File: src/rtl/ifu_fetch_ctrl.sv
// ifu_fetch_ctrl: single-outstanding instruction fetch FSM feeding a flushable instruction FIFO
module ifu_fetch_ctrl #(
    parameter logic [31:0] RST_PC = 32'h8000_0000,
    parameter int ADDR_LEN = 32,
    parameter int INST_LEN = 32
) (
    input  logic                         clk,
    input  logic                         rst,
    input  logic                         flush_i,
    input  logic [ADDR_LEN-1:0]          redirect_pc_i,
    output logic [ADDR_LEN-1:0]          araddr_o,
    output logic                         arvalid_o,
    input  logic                         arready_i,
    input  logic                         rvalid_i,
    input  logic [INST_LEN-1:0]          rdata_i,
    input  logic [1:0]                   rresp_i,
    output logic                         rready_o,
    input  logic                         fifo_full_i,
    output logic                         fifo_wen_o,
    output logic [ADDR_LEN+INST_LEN:0]   fifo_wdata_o
);
    typedef enum logic [1:0] {S_REQ, S_WAIT, S_HOLD} state_t;
    state_t                     state_q, state_d;
    logic [ADDR_LEN-1:0]        pc_q, pc_d, stale_q, stale_d;
    logic                       drop_q, drop_d;
    logic [ADDR_LEN+INST_LEN:0] hold_q, hold_d;
    logic [ADDR_LEN+INST_LEN:0] resp_word;
    logic [ADDR_LEN-1:0]        pc_inc;
    assign resp_word    = {rresp_i != 2'b00, pc_q, rdata_i};
    assign pc_inc       = pc_q + ADDR_LEN'(4);
    // a request flushed before its handshake keeps presenting the stale address
    assign araddr_o     = drop_q ? stale_q : pc_q;
    assign arvalid_o    = state_q == S_REQ;
    assign rready_o     = state_q == S_WAIT;
    assign fifo_wdata_o = state_q == S_HOLD ? hold_q : resp_word;
    // state, pc, drop flag and hold register
    always_ff @(posedge clk) begin
        if (rst) begin
            state_q <= S_REQ;
            pc_q    <= ADDR_LEN'(RST_PC);
            stale_q <= ADDR_LEN'(RST_PC);
            drop_q  <= 1'b0;
            hold_q  <= '0;
        end else begin
            state_q <= state_d;
            pc_q    <= pc_d;
            stale_q <= stale_d;
            drop_q  <= drop_d;
            hold_q  <= hold_d;
        end
    end
    // next-state, redirect handling and FIFO push
    always_comb begin
        state_d    = state_q;
        pc_d       = pc_q;
        stale_d    = stale_q;
        drop_d     = drop_q;
        hold_d     = hold_q;
        fifo_wen_o = 1'b0;
        case (state_q)
            S_REQ: begin
                if (flush_i) begin
                    pc_d   = redirect_pc_i;
                    drop_d = 1'b1;
                    if (!arready_i) stale_d = araddr_o;
                end
                if (arready_i) state_d = S_WAIT;
            end
            S_WAIT: begin
                if (rvalid_i) begin
                    if (flush_i || drop_q) begin
                        state_d = S_REQ;
                        drop_d  = 1'b0;
                    end else if (!fifo_full_i) begin
                        fifo_wen_o = 1'b1;
                        pc_d       = pc_inc;
                        state_d    = S_REQ;
                    end else begin
                        hold_d  = resp_word;
                        state_d = S_HOLD;
                    end
                end
                if (flush_i) begin
                    pc_d = redirect_pc_i;
                    if (!rvalid_i) drop_d = 1'b1;
                end
            end
            S_HOLD: begin
                if (flush_i) begin
                    pc_d    = redirect_pc_i;
                    state_d = S_REQ;
                end else if (!fifo_full_i) begin
                    fifo_wen_o = 1'b1;
                    pc_d       = pc_inc;
                    state_d    = S_REQ;
                end
            end
            default: state_d = S_REQ;
        endcase
    end
endmodule

File: config.mk
export PLATFORM = sky130hd
export DESIGN_NAME = ifu_fetch_ctrl
export DESIGN_NICKNAME = d
export VERILOG_FILES = /design/src/rtl/ifu_fetch_ctrl.sv
export SDC_FILE = /design/constraint.sdc
export NUM_CORES = 1
export LEC_CHECK = 0
export ABC_AREA = 0
export BUFFER_PORTS_ARGS = -buffer_cell sky130_fd_sc_hd__buf_2
export CORE_ASPECT_RATIO = 1.25
export CORE_MARGIN = 2
export CORE_UTILIZATION = 58
export DETAILED_ROUTE_END_ITERATION = 6
export PLACE_DENSITY = 0.86
export SLEW_MARGIN = 20
export SYNTH_ARGS = -nofsm -noshare
export SYNTH_HDL_FRONTEND = slang
export SYNTH_SLANG_ARGS = --single-unit
File: constraint.sdc
create_clock -name clk -period 4.74 [get_ports clk]
set_input_delay 0.474 -clock clk [delete_from_list [all_inputs] [get_ports clk]]
set_output_delay 0.474 -clock clk [all_outputs]
set_load 0.01 [all_outputs]
==> results of run 1 <==
[layout by cell type (no fill, tap or decap), types with 4 or more instances in the layout]
cell type	synthesis	routed
nand4_1	10	10
o22ai_1	4	4
buf_4	2	8
nand3_1	19	19
a21o_1	7	7
dfxtp_1	132	131
a211oi_1	6	6
o21ai_0	24	24
buf_2	27	170
mux2i_1	37	37
a31oi_1	10	10
nor4b_1	4	4
nand2_1	171	170
nor2_1	63	63
mux2_2	90	90
inv_1	11	11
nor3_1	9	9
bufinv_16	0	4
clkinv_2	0	4
nor4_1	4	4
ha_1	6	5
clkbuf_16	0	17
a21oi_1	89	89
[area by class of cell]
type | count | area, sq um
inverter | 11 | 41.3
fill | 923 | 3260
sequential | 132 | 2640
clock buffer | 20 | 467
tap | 161 | 201
clock inverter | 12 | 175
timing repair buffer | 178 | 911
multi-input combinational | 622 | 3970
[synth_stat cells (all sizes together) (10+ instances only)]
cell,n
nand3,20
mux2i,37
inv,11
buf,35
nand4,11
a31oi,10
nor2,63
o21ai,27
clkbuf,40
nor3,11
mux2,90
a21oi,89
nand2,172
dfxtp,132
[through the flow]
stage | utilization [%] | instance area (sq um) | std cells | setup slack [ns] | total power, uW
after global routing | 72.0 | 8410 | 1136 | 1.63 | 3350
after floorplan | - | 6950 | 840 | 2.70 | 1630
final | 72.0 | 8410 | 1136 | 1.81 | 3230
after CTS | 72.0 | 8410 | 1136 | 1.84 | 3230
after detailed placement | 66.5 | 7770 | 1104 | 2.00 | 1820
after global placement | 66.5 | 7770 | 1104 | 2.13 | 1810
[per-layer routing]
| metal | global-route usage, % | share of wire [%] | vias up |
|---|---|---|---|
| met2 | 46.6 | 50 | 255 |
| met1 | 34.8 | 40 | 3088 |
| met3 | 6.61 | 7.1 | 36 |
| met5 | 0 | 0.11 | - |
| li1 | - | - | 3190 |
| met4 | 10.3 | 2.0 | 2 |
[path summary, 6_finish.rpt]
check,endpoint,slack [ns]
hold reg to reg,hold_q[35]$_SDFFE_PP0P_,0.45
hold / removal,pc_q[0]$_SDFFE_PP0P_,0.29
setup reg to reg,hold_q[39]$_SDFFE_PP0P_,1.95
setup / recovery,fifo_wen_o,1.81
[critical path, delay by kind of cell (launching register included)]
kind,cells,cell delay (ns)
simple gates,2,0.93
flops,1,0.41
fa+ha+maj,1,0.38
buf+inv,2,0.30
[power by group]
part	leakage [uW]	switching [uW]	internal, uW	total [uW]
Sequential	0.00107	93.6	1160	1260
Combinational	0.00198	301	247	548
Clock	0.000321	498	923	1420
Total	0.00338	892	2330	3230
[state kept, by name, indices dropped and copies added, names as in the netlist]
signal and flops:
stale_q 32, hold_q 65, drop_q 1, pc_q 32, state_q 2
[cell families after synthesis]
logic type                 share of synthesized area (%)
muxes                                               19.9
AOI/OAI and AO/OA                                   15.4
buffers and inverters                               5.26
DFF                                                 38.0
and+or+nand+nor                                     20.3
adders and majority gates                           1.08
==> metrics.txt, run 1 <==
DR WL/cell=between 15 and 20 um; master of the slowest instance on the critical path=nand2b_2; TritonCTS clock tree=built; initial antenna violation count=1; number of CTS-inserted buffers=17; launching element of the worst setup path=state_q[1]$_SDFFE_PP0P_; Synth Area per Inst=roughly 8.3 sq um; crit path time final=roughly 2.9 ns; Setup Total Neg Slack=0 ns; worst vdd ir=between 0.0002 and 0.0003 V; core area=between 0.01 and 0.015 sq mm; cell row count=between 40 and 50; Slew Viols, Final=0; first-pass GRT wire length=just under 30 mm; clock tree root driver cell=clkbuf_16; total of hold buffers inserted after clock tree synthesis=0; PD cells=roughly 380 mW/mm^2; proportion of layout cells with a drive suffix above 1=about 33%; setup repair after global routing missed its margin=false; Chip Width=a little over 100 um; Gates resized, CTS repair=0; status=completed; Setup-failing EPs final=0; cell accounting for the most synthesized area=dfxtp_1; ys async rst share=0%; Worst Clk Skew=0.00592 ns; cell-by-cell trace of the critical path=inv_1, ha_1, nand2b_2, nor3_1, buf_2; data arrival time of the critical path=about 2.5 ns; #FFs+latches synth=about 130; Die Area=about 0.013 sq mm; worst slew margin relative to its limit=a little over a quarter; last weighted congestion value of the routability-driven placer=about 0.80; leading cell types by total area after synthesis=dfxtp_1 (38%), mux2_2 (15%), nand2_1 (9.2%); Hold Worst Slack=about 0.29 ns; synthesized netlist cell count=840; final antenna diode count=0; number of H-tree levels=4; largest net degree at the start of global routing=around 70; clock-pin transition on the worst setup and hold timing paths=roughly 0.06 ns; Worst-Skew Late Latency=between 0.4 and 0.5 ns; Detail Placement HPWL=approximately 12 mm; Synth cell types=62; vias per std cell=about 5.8; DRC marker count from the first detailed-route iteration=405; Max Fclk=about 340 MHz; worst min-delay path startpoint=redirect_pc_i[0]; Residual DRC=0; cell area after synthesis=between 0.006 and 0.007 sq mm; vias in the first global route=approximately 6000; number of enable-type register cells in the synthesized netlist=0; input/output buffers=between 150 and 200; clock sinks=~130; number of setup buffers added after CTS=0; boundary pin count=about 170; kind of launch point of the worst setup path=register; remaining global-route overflow=0; area added between synthesis and finish=21.0%; Leakage Power=0.00338 uW; critical path class=reg2out; area share of the largest cell type after synthesis=a little under two fifths; first-pass iteration count of the detailed router=5; path depth of the worst reg2reg path=8; number of stages on the worst hold path=3; endpoint type of the worst setup path=output pin; number of hold violations in the final report=0; Max FO, Critical Path=55; worst reg2reg startpoint=state_q[1]$_SDFFE_PP0P_; slew of the pin with the lowest slew margin=around 1.1 ns; GRT Overall Usage=between 20% and 30%; Synth warnings=0; dominant register cell in the synthesized netlist=dfxtp_1; initial standard-cell utilization of the core=59.6%; number of antenna-violating nets in the routed design=0; synthesized net count=918; Max Buffers Root-to-Sink=2; sequential share of the synthesized area=between 30% and 40%; final worst path period share=61.7%; delay contributed by the slowest stage of the critical path=0.60 ns; height of the die=around 130 um; worst min-delay path class=in2reg; via count=6571; total number of nets in the final design=1040; wire length reported by the detailed router=between 15 and 20 mm; Maximum Capacitance Violations=0; required time of the critical path=around 4.3 ns
(Power assumes the default switching activity.)
==> inputs of run 2 (changes only) <==
--- a/config.mk
+++ b/config.mk
@@ -9,9 +9,9 @@
 export BUFFER_PORTS_ARGS = -buffer_cell sky130_fd_sc_hd__buf_2
 export CORE_ASPECT_RATIO = 1.25
 export CORE_MARGIN = 2
-export CORE_UTILIZATION = 58
+export CORE_UTILIZATION = 49
 export DETAILED_ROUTE_END_ITERATION = 6
-export PLACE_DENSITY = 0.86
+export PLACE_DENSITY = 0.77
 export SLEW_MARGIN = 20
 export SYNTH_ARGS = -nofsm -noshare
 export SYNTH_HDL_FRONTEND = slang
==> constraint.sdc (replaced) <==
create_clock -name clk -period 2.4 [get_ports clk]
set_input_delay 0.24 -clock clk [delete_from_list [all_inputs] [get_ports clk]]
set_output_delay 0.24 -clock clk [all_outputs]
set_load 0.01 [all_outputs]
==> run 2 against run 1 <==
Effect of this change:
- largest power group unchanged
- critical path depth stayed put
- via count hardly changed
- sequential cell count stayed put
- worst setup slack worse by 1.7 ns
- critical endpoint is now fifo_wdata_o[53]
- clock skew is 0.0032 ns higher
- design area is 3.4% higher
==> metrics.txt, run 2 (same netlist as run 1, synthesis figures left out) <==
total of hold buffers inserted after clock tree synthesis=0; family with the most delay on the worst path=buffers and inverters; crit path time final=about 2.3 ns; first-pass GRT wire length=between 30 and 40 mm; vias per std cell=around 5.6; Worst Clk Skew=between 0.009 and 0.01 ns; cell row count=between 40 and 50; DR WL/cell=15.9 um; via count=6567; wire length reported by the detailed router=18.6 mm; clock-pin transition on the worst setup and hold timing paths=approximately 0.060 ns; Post-Place Worst Slack=0.0306 ns; Die Area=around 0.015 sq mm; number of CTS-inserted buffers=17; endpoint type of the worst setup path=output pin; clock tree root driver cell=clkbuf_16; proportion of layout cells with a drive suffix above 1=around 35%; total power after layout=about 6400 uW; area added between synthesis and finish=25.1%; clock sinks=roughly 130; Max FO, Critical Path=34; Max Fclk=443 MHz; last weighted congestion value of the routability-driven placer=around 0.85; Reg with most FFs=hold_q; Slew Viols, Final=0; filler-free cell count of the finished design=approximately 1200; slew of the pin with the lowest slew margin=between 0.6 and 0.7 ns; commonest non-fill, non-tap cells in the layout=nand2_1 (170), buf_2 (170), dfxtp_1 (131); Chip Width=between 100 and 150 um; number of setup buffers added after CTS=0; largest registers=hold_q: 65 flops, pc_q: 32 flops, stale_q: 32 flops; Worst-Skew Late Latency=roughly 0.41 ns; final worst path period share=a little over nine tenths; Worst Path Buf+Inv=3; worst vdd ir=about 0.00055 V; number of hold violations in the final report=0; core area=around 0.014 sq mm; Max Buffers Root-to-Sink=2; Residual DRC=0; end-of-flow core utilization=between 60% and 70%; vias in the first global route=between 6000 and 7000; number of antenna-violating nets in the routed design=0; data arrival time of the critical path=between 2 and 2.5 ns; status=completed; remaining global-route overflow=0; input/output buffers=171; Setup-failing EPs final=0; cell-by-cell trace of the critical path=inv_1, ha_4, buf_4, mux2_2, buf_2; setup repair after global routing missed its margin=false; Leakage Power=between 0.003 and 0.004 uW; height of the die=roughly 140 um; DRC marker count from the first detailed-route iteration=381; required time of the critical path=about 2.2 ns; critical path class=reg2out; GRT Overall Usage=around a quarter; largest net degree at the start of global routing=98; Maximum Capacitance Violations=0; master of the slowest instance on the critical path=buf_4; worst slew margin relative to its limit=55.0%; worst min-delay path class=in2reg; first-pass iteration count of the detailed router=5; worst path setup slack after routing=between 0.1 and 0.15 ns; Gates resized, CTS repair=0; kind of launch point of the worst setup path=register; total number of nets in the final design=1065; boundary pin count=between 150 and 200; initial antenna violation count=1; flip-flop count of the largest register after layout=between 60 and 70; PD cells=about 740 mW/mm^2; Detail Placement HPWL=between 10 and 15 mm; count of placed standard cells including taps=1143; delay contributed by the slowest stage of the critical path=slightly above 0.4 ns; Setup Total Neg Slack=0 ns; initial standard-cell utilization of the core=approximately 50%; number of H-tree levels=4; TritonCTS clock tree=built
[run 2: changes by cell type in the layout (fill, tap and decap cells not counted), sizes merged]
cell	change
diode	+1
clkbuf	-1
inv	-1
buf	+25
clkinv	-2
clkinvlp	+3
[run 2: layer usage]
layer	track usage (%)	vias to the layer above	routed length, um
li1	-	3243	-
met1	29.7	3090	8040
met2	42.0	211	9200
met3	5.85	23	1070
met4	8.19	0	337
met5	0	-	0
[run 2: cell type report]
class,count,area [sq um]
antenna,1,2.50
clock buffer,19,453
clock inverter,12,179
fill,1209,5120
inverter,11,41.3
multi-input combinational,622,3980
sequential,132,2640
tap,175,219
timing repair buffer,203,1170
[run 2: final timing paths]
| path | startpoint | endpoint | slack, ns | cells past startpoint |
|---|---|---|---|---|
| worst max-delay path | state_q[0]$_SDFFE_PP0P_ | fifo_wdata_o[53] | 0.14 | 5 |
| worst min-delay path | rdata_i[26] | hold_q[26]$_SDFFE_PP0P_ | 0.07 | 3 |
| worst max register to register | state_q[0]$_SDFFE_PP0P_ | pc_q[24]$_SDFFE_PP0P_ | 0.24 | 8 |
| worst min register to register | hold_q[43]$_SDFFE_PP0P_ | hold_q[43]$_SDFFE_PP0P_ | 0.45 | 2 |
[run 2: power by group]
| part | switching (uW) | total, uW | internal (uW) |
|---|---|---|---|
| logic | 651 | 1200 | 547 |
| registers | 147 | 2440 | 2300 |
| clock network | 977 | 2770 | 1790 |
| total | 1780 | 6410 | 4630 |
[run 2: worst min-delay path, delay by kind of cell]
kind	cells	cell delay, ns
buffers and inverters	1	0.10
AOI/OAI and AO/OA	1	0.05
and+or+nand+nor	1	0.05
[run 2: stage by stage]
stage | hold WS [ns] | instance area, sq um
detailed placement | 0.443 | 8050
finish | 0.0705 | 8690
CTS | 0.0591 | 8680
global placement | 0.438 | 8050
floorplan | 0.376 | 6950
global route | 0.0663 | 8690
